==> src/rtl/rp_seq_ctrl.sv <==
// Chunk sequencer for the sparse-HDC class-HV mux: clears the similarity accumulator,
// walks ctr over the unpruned chunks under downstream stall, drains the pipe, then pulses done.
module rp_seq_ctrl #(
  parameter int SEQ_CYCLE_COUNT = 4,
  parameter int CTR_W           = 2,
  parameter int PIPE_LAT        = 2
) (
  input  logic             clk,
  input  logic             nrst,
  input  logic             start,
  input  logic [2:0]       cfg_num_chunks,
  input  logic             stall,
  output logic [CTR_W-1:0] ctr,
  output logic             chunk_valid,
  output logic             acc_clear,
  output logic             last_chunk,
  output logic             busy,
  output logic             done
);

  localparam int DW = (PIPE_LAT > 1) ? $clog2(PIPE_LAT) : 1;
  localparam logic [DW-1:0]    DRAIN_INIT = DW'((PIPE_LAT > 0) ? PIPE_LAT - 1 : 0);
  localparam logic [CTR_W-1:0] MAX_IDX    = CTR_W'(SEQ_CYCLE_COUNT - 1);

  typedef enum logic [2:0] {
    S_IDLE,
    S_CLEAR,
    S_RUN,
    S_DRAIN,
    S_DONE
  } state_t;

  state_t           state, state_nx;
  logic [CTR_W-1:0] last_idx, last_idx_nx;
  logic [CTR_W-1:0] ctr_nx;
  logic [CTR_W-1:0] cfg_idx;
  logic [DW-1:0]    drain_cnt, drain_cnt_nx;
  logic             cv_nx, clr_nx, lc_nx, busy_nx, done_nx;

  // The pass is tracked by the index of its final chunk, so ctr can be compared directly.
  always_comb begin
    cfg_idx = MAX_IDX;
    if (cfg_num_chunks != 3'd0 && int'(cfg_num_chunks) <= SEQ_CYCLE_COUNT)
      cfg_idx = CTR_W'(cfg_num_chunks - 3'd1);
  end

  always_comb begin
    state_nx     = state;
    ctr_nx       = ctr;
    last_idx_nx  = last_idx;
    drain_cnt_nx = drain_cnt;
    cv_nx        = 1'b0;
    clr_nx       = 1'b0;
    lc_nx        = 1'b0;
    busy_nx      = 1'b1;
    done_nx      = 1'b0;

    case (state)
      S_IDLE: begin
        busy_nx = 1'b0;
        if (start) begin
          state_nx    = S_CLEAR;
          clr_nx      = 1'b1;
          busy_nx     = 1'b1;
          last_idx_nx = cfg_idx;
          ctr_nx      = '0;
        end
      end

      S_CLEAR: begin
        state_nx = S_RUN;
        ctr_nx   = '0;
        cv_nx    = ~stall;
        lc_nx    = ~stall && (last_idx == '0);
      end

      S_RUN: begin
        if (chunk_valid && last_chunk) begin
          ctr_nx = '0;
          if (PIPE_LAT == 0) begin
            state_nx = S_DONE;
            done_nx  = 1'b1;
          end else begin
            state_nx     = S_DRAIN;
            drain_cnt_nx = DRAIN_INIT;
          end
        end else begin
          // A consumed chunk advances ctr; a stalled one holds it for the retry.
          if (chunk_valid)
            ctr_nx = ctr + 1'b1;
          cv_nx = ~stall;
          lc_nx = ~stall && (ctr_nx == last_idx);
        end
      end

      S_DRAIN: begin
        if (drain_cnt == '0) begin
          state_nx = S_DONE;
          done_nx  = 1'b1;
        end else begin
          drain_cnt_nx = drain_cnt - 1'b1;
        end
      end

      S_DONE: begin
        state_nx = S_IDLE;
        busy_nx  = 1'b0;
      end

      default: begin
        state_nx = S_IDLE;
        busy_nx  = 1'b0;
      end
    endcase
  end

  always_ff @(posedge clk or negedge nrst) begin
    if (!nrst) begin
      state       <= S_IDLE;
      ctr         <= '0;
      last_idx    <= '0;
      drain_cnt   <= '0;
      chunk_valid <= 1'b0;
      acc_clear   <= 1'b0;
      last_chunk  <= 1'b0;
      busy        <= 1'b0;
      done        <= 1'b0;
    end else begin
      state       <= state_nx;
      ctr         <= ctr_nx;
      last_idx    <= last_idx_nx;
      drain_cnt   <= drain_cnt_nx;
      chunk_valid <= cv_nx;
      acc_clear   <= clr_nx;
      last_chunk  <= lc_nx;
      busy        <= busy_nx;
      done        <= done_nx;
    end
  end

endmodule

==> config.mk <==
export PLATFORM = sky130hd
export DESIGN_NAME = rp_seq_ctrl
export DESIGN_NICKNAME = d
export VERILOG_FILES = /design/src/rtl/rp_seq_ctrl.sv
export SDC_FILE = /design/constraint.sdc
export NUM_CORES = 1
export LEC_CHECK = 0
export CAP_MARGIN = 20
export CORE_MARGIN = 5
export CORE_UTILIZATION = 44
export DETAILED_ROUTE_END_ITERATION = 7
export HOLD_SLACK_MARGIN = 0.12
export PLACE_DENSITY = 0.7
export SLEW_MARGIN = 20
export SYNTH_ARGS = -nofsm -noshare
export SYNTH_HDL_FRONTEND = slang
export SYNTH_SLANG_ARGS = --single-unit
==> constraint.sdc <==
create_clock -name clk -period 1.4 [get_ports clk]
set_input_delay 0.14 -clock clk [delete_from_list [all_inputs] [get_ports clk]]
set_output_delay 0.14 -clock clk [all_outputs]
set_load 0.1 [all_outputs]
# Word-level counts from Yosys, hierarchy flattened
# Cells that the tools add are included.
dict set report op_classes {
  n_reduce_logical 14
  n_eq_ne 7
  bitwise 1
  n_lt_le_gt_ge 1
  add_sub_neg 3
  mux 23
}
# operator n
set ops {}
lappend ops {{two-way mux 2 bit} 6}
lappend ops {{one-hot mux 3 bit (4 select lines)} 1}
lappend ops {{two-way mux 3 bit} 3}
lappend ops {{two-way mux 1 bit} 8}
lappend ops {{one-hot mux 1 bit (2 select lines)} 4}
lappend ops {{== test 3 x 2 -> 1 bit, second input constant} 2}
lappend ops {{inequality test 2 bit, second input constant} 3}
lappend ops {{one-hot mux 2 bit (3 select lines)} 1}
lappend ops {{AND reduction 2 bit} 3}
lappend ops {{nonzero test 3 bit} 2}
lappend ops {{logical AND 1 bit} 4}
lappend ops {{== test 3 x 1 -> 1 bit, second input constant} 1}
lappend ops {{less-or-equal comparator 3 bit, second input constant} 1}
lappend ops {{logical NOT 3 bit} 1}
lappend ops {{AND reduction 3 bit} 1}
lappend ops {{OR reduction 3 bit} 1}
lappend ops {{adder 2 x 1 -> 2 bit, second input constant} 1}
lappend ops {{== test 2 bit} 1}
lappend ops {{logical NOT 2 bit} 1}
lappend ops {{nonzero test 2 bit} 1}
lappend ops {{subtractor 2 x 1 -> 2 bit, second input constant} 1}
lappend ops {{inverter 1 bit} 1}
lappend ops {{subtractor 1 bit, second input constant} 1}
dict set report word_totals {
  elab_cells 58
  input_bits 7
  ff_bits 13
}

# Depth between registers and ports, before layout
dict set report depth {
  depth_word 8
  ltp_mapped 5
}

# Worst setup path before layout
# Ideal clock, no wire load.
dict set report synth_path {
  path_kind {reg-to-reg}
  startpoint {reg ctr[1]}
  endpoint {reg last_chunk}
  arrival_ns 1.674
  path_stages_with_launch 5
  t_required_ns 1.268
  setup_time_ns 0.132
  path_buffers 0
  slack_ns -0.406
  path_cell_list {dfrtp_1 xnor2_1 and4b_1 o31ai_1 o31ai_1}
}
dict set report synth_via {
  elab_chain_len 8
}
# item line_no
set synth_lines {}
lappend synth_lines {{from (decl)} 13} ;# output logic [CTR_W-1:0] ctr,
lappend synth_lines {{from (signal assigned)} 130} ;# ctr <= ctr_nx;
lappend synth_lines {{adder 2 x 1 -> 2 bit} 90} ;# ctr_nx = ctr + 1'b1;
lappend synth_lines {{two-way mux 2 bit *} 89} ;# if (chunk_valid)
lappend synth_lines {{two-way mux 2 bit *} 78} ;# if (chunk_valid && last_chunk) begin
lappend synth_lines {{two-way mux 2 bit *} 58} ;# case (state)
lappend synth_lines {{== test 2 bit *} 92} ;# lc_nx = ~stall && (ctr_nx == last_idx);
lappend synth_lines {{logical AND 1 bit *} 92}
lappend synth_lines {{two-way mux 1 bit *} 78}
lappend synth_lines {{one-hot mux 1 bit (2 select lines) *} 58}
lappend synth_lines {{net lc_nx} 38} ;# logic cv_nx, clr_nx, lc_nx, busy_nx, done_nx;
lappend synth_lines {{to (signal assigned)} 135} ;# last_chunk <= lc_nx;
lappend synth_lines {{to (decl)} 16} ;# output logic last_chunk,
# The timed path passes the listed nets; every way through them passes the cells marked *. The select of a mux whose other input is x is not followed.
# A chain may end at the register's enable or synchronous reset.

# Worst setup path after layout
dict set report layout_path {
  startpoint {reg state[2]}
  endpoint {reg last_idx[0]}
}
dict set report layout_via {
  elab_chain_len 2
}
# item line_no
set layout_lines {}
lappend layout_lines {{from (decl)} 33} ;# state_t state, state_nx;
lappend layout_lines {{from (signal assigned)} 129} ;# state <= state_nx;
lappend layout_lines {{logical NOT 3 bit} 58}
lappend layout_lines {{AND reduction 2 bit (no source line)} n/a}
lappend layout_lines {{to (signal assigned)} 131} ;# last_idx <= last_idx_nx;
lappend layout_lines {{to (decl)} 34} ;# logic [CTR_W-1:0] last_idx, last_idx_nx;
# Every way passes these cells.

==> summary.md <==
| Metric | Value |
|---|---|
| Clock tree root buffer cell | `sky130_fd_sc_hd__clkbuf_4` |
| Clock Sink Count | `13` |
| Clock latency at the later pin of the worst-skew pair | `0.27 ns` |
| Post-synthesis average cell area | `10.6 um2` |
| Number of antenna violations at the first check in global routing | `0` |
| Aggregate global routing overflow | `0` |
| Synth warnings | `0` |
| CTS tree | `yes` |
| CTS hold repair buffers | `0` |
| Total global-route track usage | `13.5%` |
| Post-synth EDFFs | `0` |
| Cell with the most instances after synthesis | `sky130_fd_sc_hd__dfrtp_1` |
| Category of the worst setup path launch point | `register` |
| Net count of the finished layout | `90` |
| Die ar. | `2400 um2` |
| Unrepaired setup endpoints after global routing | `no` |
| I/O pins | `14` |
| Post-Syn Area | `669 um2` |
| Routed vias | `534` |
| Max-cap violations | `0` |
| Critical-path cell with the highest stage delay | `sky130_fd_sc_hd__dfrtp_2` |
| Detailed placer's ending HPWL | `1040 um` |
| Achievable frequency | `770 MHz` |
| Share of flip-flops with an asynchronous set or reset | `100%` |
| Min-Delay Path Class | `input port to asynchronous set/reset pin` |
| Fillers | `~120` |
| Capturing element type of the critical path | `register` |
| Final setup violation count | `0` |
| Starting Density | `45.5%` |
| Total CTS buffers | `3` |
| Antenna fix cells | `0` |
| First-pass DRT Iterations | `4` |
| Standby leakage power | `0.000428 uW` |
| Most instantiated flip-flop cell in the synthesis netlist | `sky130_fd_sc_hd__dfrtp_1` |
| Kind of cell adding the most delay to the critical path | `simple AND/OR/NAND/NOR gates` |
| Data required time of the worst path | `about 1.6 ns` |
| Endpoint arrival time on the critical path | `1.45 ns` |
| Max-Slew Margin vs Limit | `78.5%` |
| Final period util | `92.7%` |
| Pin slew with the least headroom to its limit | `0.322 ns` |
| Maximum ir drop on the vdd rail | `1.64 mV` |
| Largest stage delay on the critical path | `0.48 ns` |
| Post-synthesis to final-layout area growth | `40.2%` |
| Leading post-synthesis cells by instance count | `13 x sky130_fd_sc_hd__dfrtp_1, 6 x sky130_fd_sc_hd__nor2_1, 5 x sky130_fd_sc_hd__nand2_1` |
| Sequential cell area fraction in the yosys report | `48.6%` |
| Number of design rule violations left after detail routing | `0` |
| Core Area | `1470 um2` |
| Overall routed net length | `1360 um` |
| Floorplan die height | `49.0 um` |
| Number of hold violations in the final report | `0` |
| Mapped Cells | `63` |
| Final Max Slew Viols | `0` |
| Total placed instance area | `903 um2` |
| Average vias per placed instance | `~5.5` |
| Antenna viol nets, final | `0` |
| Overall die width | `49.0 um` |
| Synthesized Nets | `71` |
| First-pass GRT wire length | `2540 um` |
| Largest fanout of any net on the critical path | `8` |
| Cell Pwr Density | `between 2000 and 2500 nW/um2` |
| Finished Cell Area | `938 um2` |
| Post-DR wirelength/cell | `14.0 um` |
| Maximum number of buffers from clock root to sink | `2` |
| Status | `completed` |
| Total number of placement rows | `14` |
| Clock-pin slew of the registers on the worst-case setup and hold paths | `0.08 ns` |
| Routability congestion estimate | `0.778` |
| Post-synth cell types | `30` |
| Number of global-route vias before repair | `555` |
| Buffers added on ports | `13` |
| Critical path buffers and inverters | `0` |
| Largest cells by area after synthesis | `sky130_fd_sc_hd__dfrtp_1 49%, sky130_fd_sc_hd__and3b_1 3.9%, sky130_fd_sc_hd__nor4b_4 3.6%` |
| Largest net degree at the start of global routing | `14` |
| Total Power | `2250 uW` |
| Portion of synthesized cell area occupied by the leading cell type | `48.6%` |
| Worst setup path category | `register to register` |
| Worst-case clock skew | `approximately 0.0081 ns` |
| Shortest clock period the worst path allows after layout | `roughly 1.3 ns` |
| Htree depth | `1` |
| Library cell with the largest summed area after synthesis | `sky130_fd_sc_hd__dfrtp_1` |
| Chain of cells forming the critical path | `nor4b_4 -> and2_1 -> a21oi_1` |
| DR iter-0 viols | `16` |
| Synthesized flop and latch total | `13` |
| Proportion of layout cells with a drive suffix above 1 | `28.4%` |
[final timing paths]
kind                                               from  slack (ns)                 endpoint  cells after the start
worst max-delay path               state[2]$_DFFE_PN0P_        0.10  last_idx[0]$_DFFE_PN0P_                      3
worst min-delay path                               nrst        0.17           done$_DFF_PN0_                      2
worst max register to register     state[2]$_DFFE_PN0P_        0.10  last_idx[0]$_DFFE_PN0P_                      3
worst min register to register  last_idx[1]$_DFFE_PN0P_        0.55     last_chunk$_DFF_PN0_                      1
max in group asynchronous                          nrst        1.05     last_chunk$_DFF_PN0_                      2
min in group clk                                  stall        0.45    chunk_valid$_DFF_PN0_                      2
[sequential cells by signal, summed over array words and instances (netlist names)]
| name | count |
|---|---|
| state | 3 |
| ctr | 2 |
| last_idx | 2 |
| acc_clear | 1 |
| busy | 1 |
| chunk_valid | 1 |
| done | 1 |
| drain_cnt | 1 |
| last_chunk | 1 |
[per-stage QoR]
stage,hold slack (ns),setup slack (ns),TNS [ns],cells,util (%)
5_1_grt,0.191,0.0221,0,97,63.8
3_3_place_gp,0.462,0.0176,0,92,61.4
4_1_cts,0.169,0.0755,0,96,63.2
6_report,0.167,0.102,0,97,63.8
2_1_floorplan,-0.156,0.00748,0,63,-
3_5_place_dp,0.464,-0.0577,-0.0992,92,61.4
[layout make-up]
cell class	instances	area, um2	area share (%)
Inverter	2	7.51	0.800
Tap cell	16	20.0	2.13
Timing Repair Buffer	17	230	24.5
Sequential cell	13	334	35.6
Multi-Input combinational cell	45	320	34.1
Clock buffer	4	26.3	2.80
[power by group]
group	leakage (uW)	internal [uW]	switching [uW]
combinational	0.000257	533	748
sequential	0.000156	516	235
clock	0.0000150	110	113
[cell usage in the layout, fill, tap and decap left out, types with 2 or more instances in the layout]
cell type / Yosys / final
sky130_fd_sc_hd__a21oi_1: 3 / 3
sky130_fd_sc_hd__and3b_1: 3 / 3
sky130_fd_sc_hd__buf_12: 0 / 7
sky130_fd_sc_hd__buf_4: 1 / 4
sky130_fd_sc_hd__clkbuf_4: 0 / 3
sky130_fd_sc_hd__clkdlybuf4s50_1: 0 / 6
sky130_fd_sc_hd__dfrtp_1: 13 / 8
sky130_fd_sc_hd__dfrtp_2: 0 / 4
sky130_fd_sc_hd__inv_1: 2 / 2
sky130_fd_sc_hd__nand2_1: 5 / 5
sky130_fd_sc_hd__nor2_1: 6 / 6
sky130_fd_sc_hd__nor3_1: 3 / 3
sky130_fd_sc_hd__nor3b_1: 2 / 2
sky130_fd_sc_hd__o21ai_0: 2 / 2
sky130_fd_sc_hd__o31ai_1: 2 / 2
sky130_fd_sc_hd__xor2_1: 2 / 2
[what timing repair did]
item / 4_1_cts / 5_1_grt
endpoints found under the hold margin: 0 / 0
buffers inserted: 0 / 1
gates resized for setup: 0 / 1
endpoints found under the setup margin: 0 / 1
[routing by layer]
metal	up-vias	share of wire, %	GRT usage, %
met5	-	0	0
met4	0	0	4.04
met3	0	7.1	5.81
met2	19	50	22.4
met1	254	43	15.6
li1	261	-	-
[cell families after synthesis]
logic type / count (synthesis) / share of synthesized area, %
AOI/OAI and AO/OA: 13 / 12.9
xor gates and xnor gates: 4 / 5.23
adders and majority gates: 1 / 1.87
buffers and inverters: 5 / 4.67
DFF: 13 / 48.6
muxes: 1 / 1.50
and+or+nand+nor: 26 / 25.2
[worst reg2reg max path: cells and delay by family (launching register included)]
| family | cells | cell delay [ns] |
|---|---|---|
| and+or+nand+nor | 2 | 0.62 |
| DFF | 1 | 0.48 |
| AOI/OAI and AO/OA | 1 | 0.08 |
Note: power is estimated with default switching activity, not from simulation.
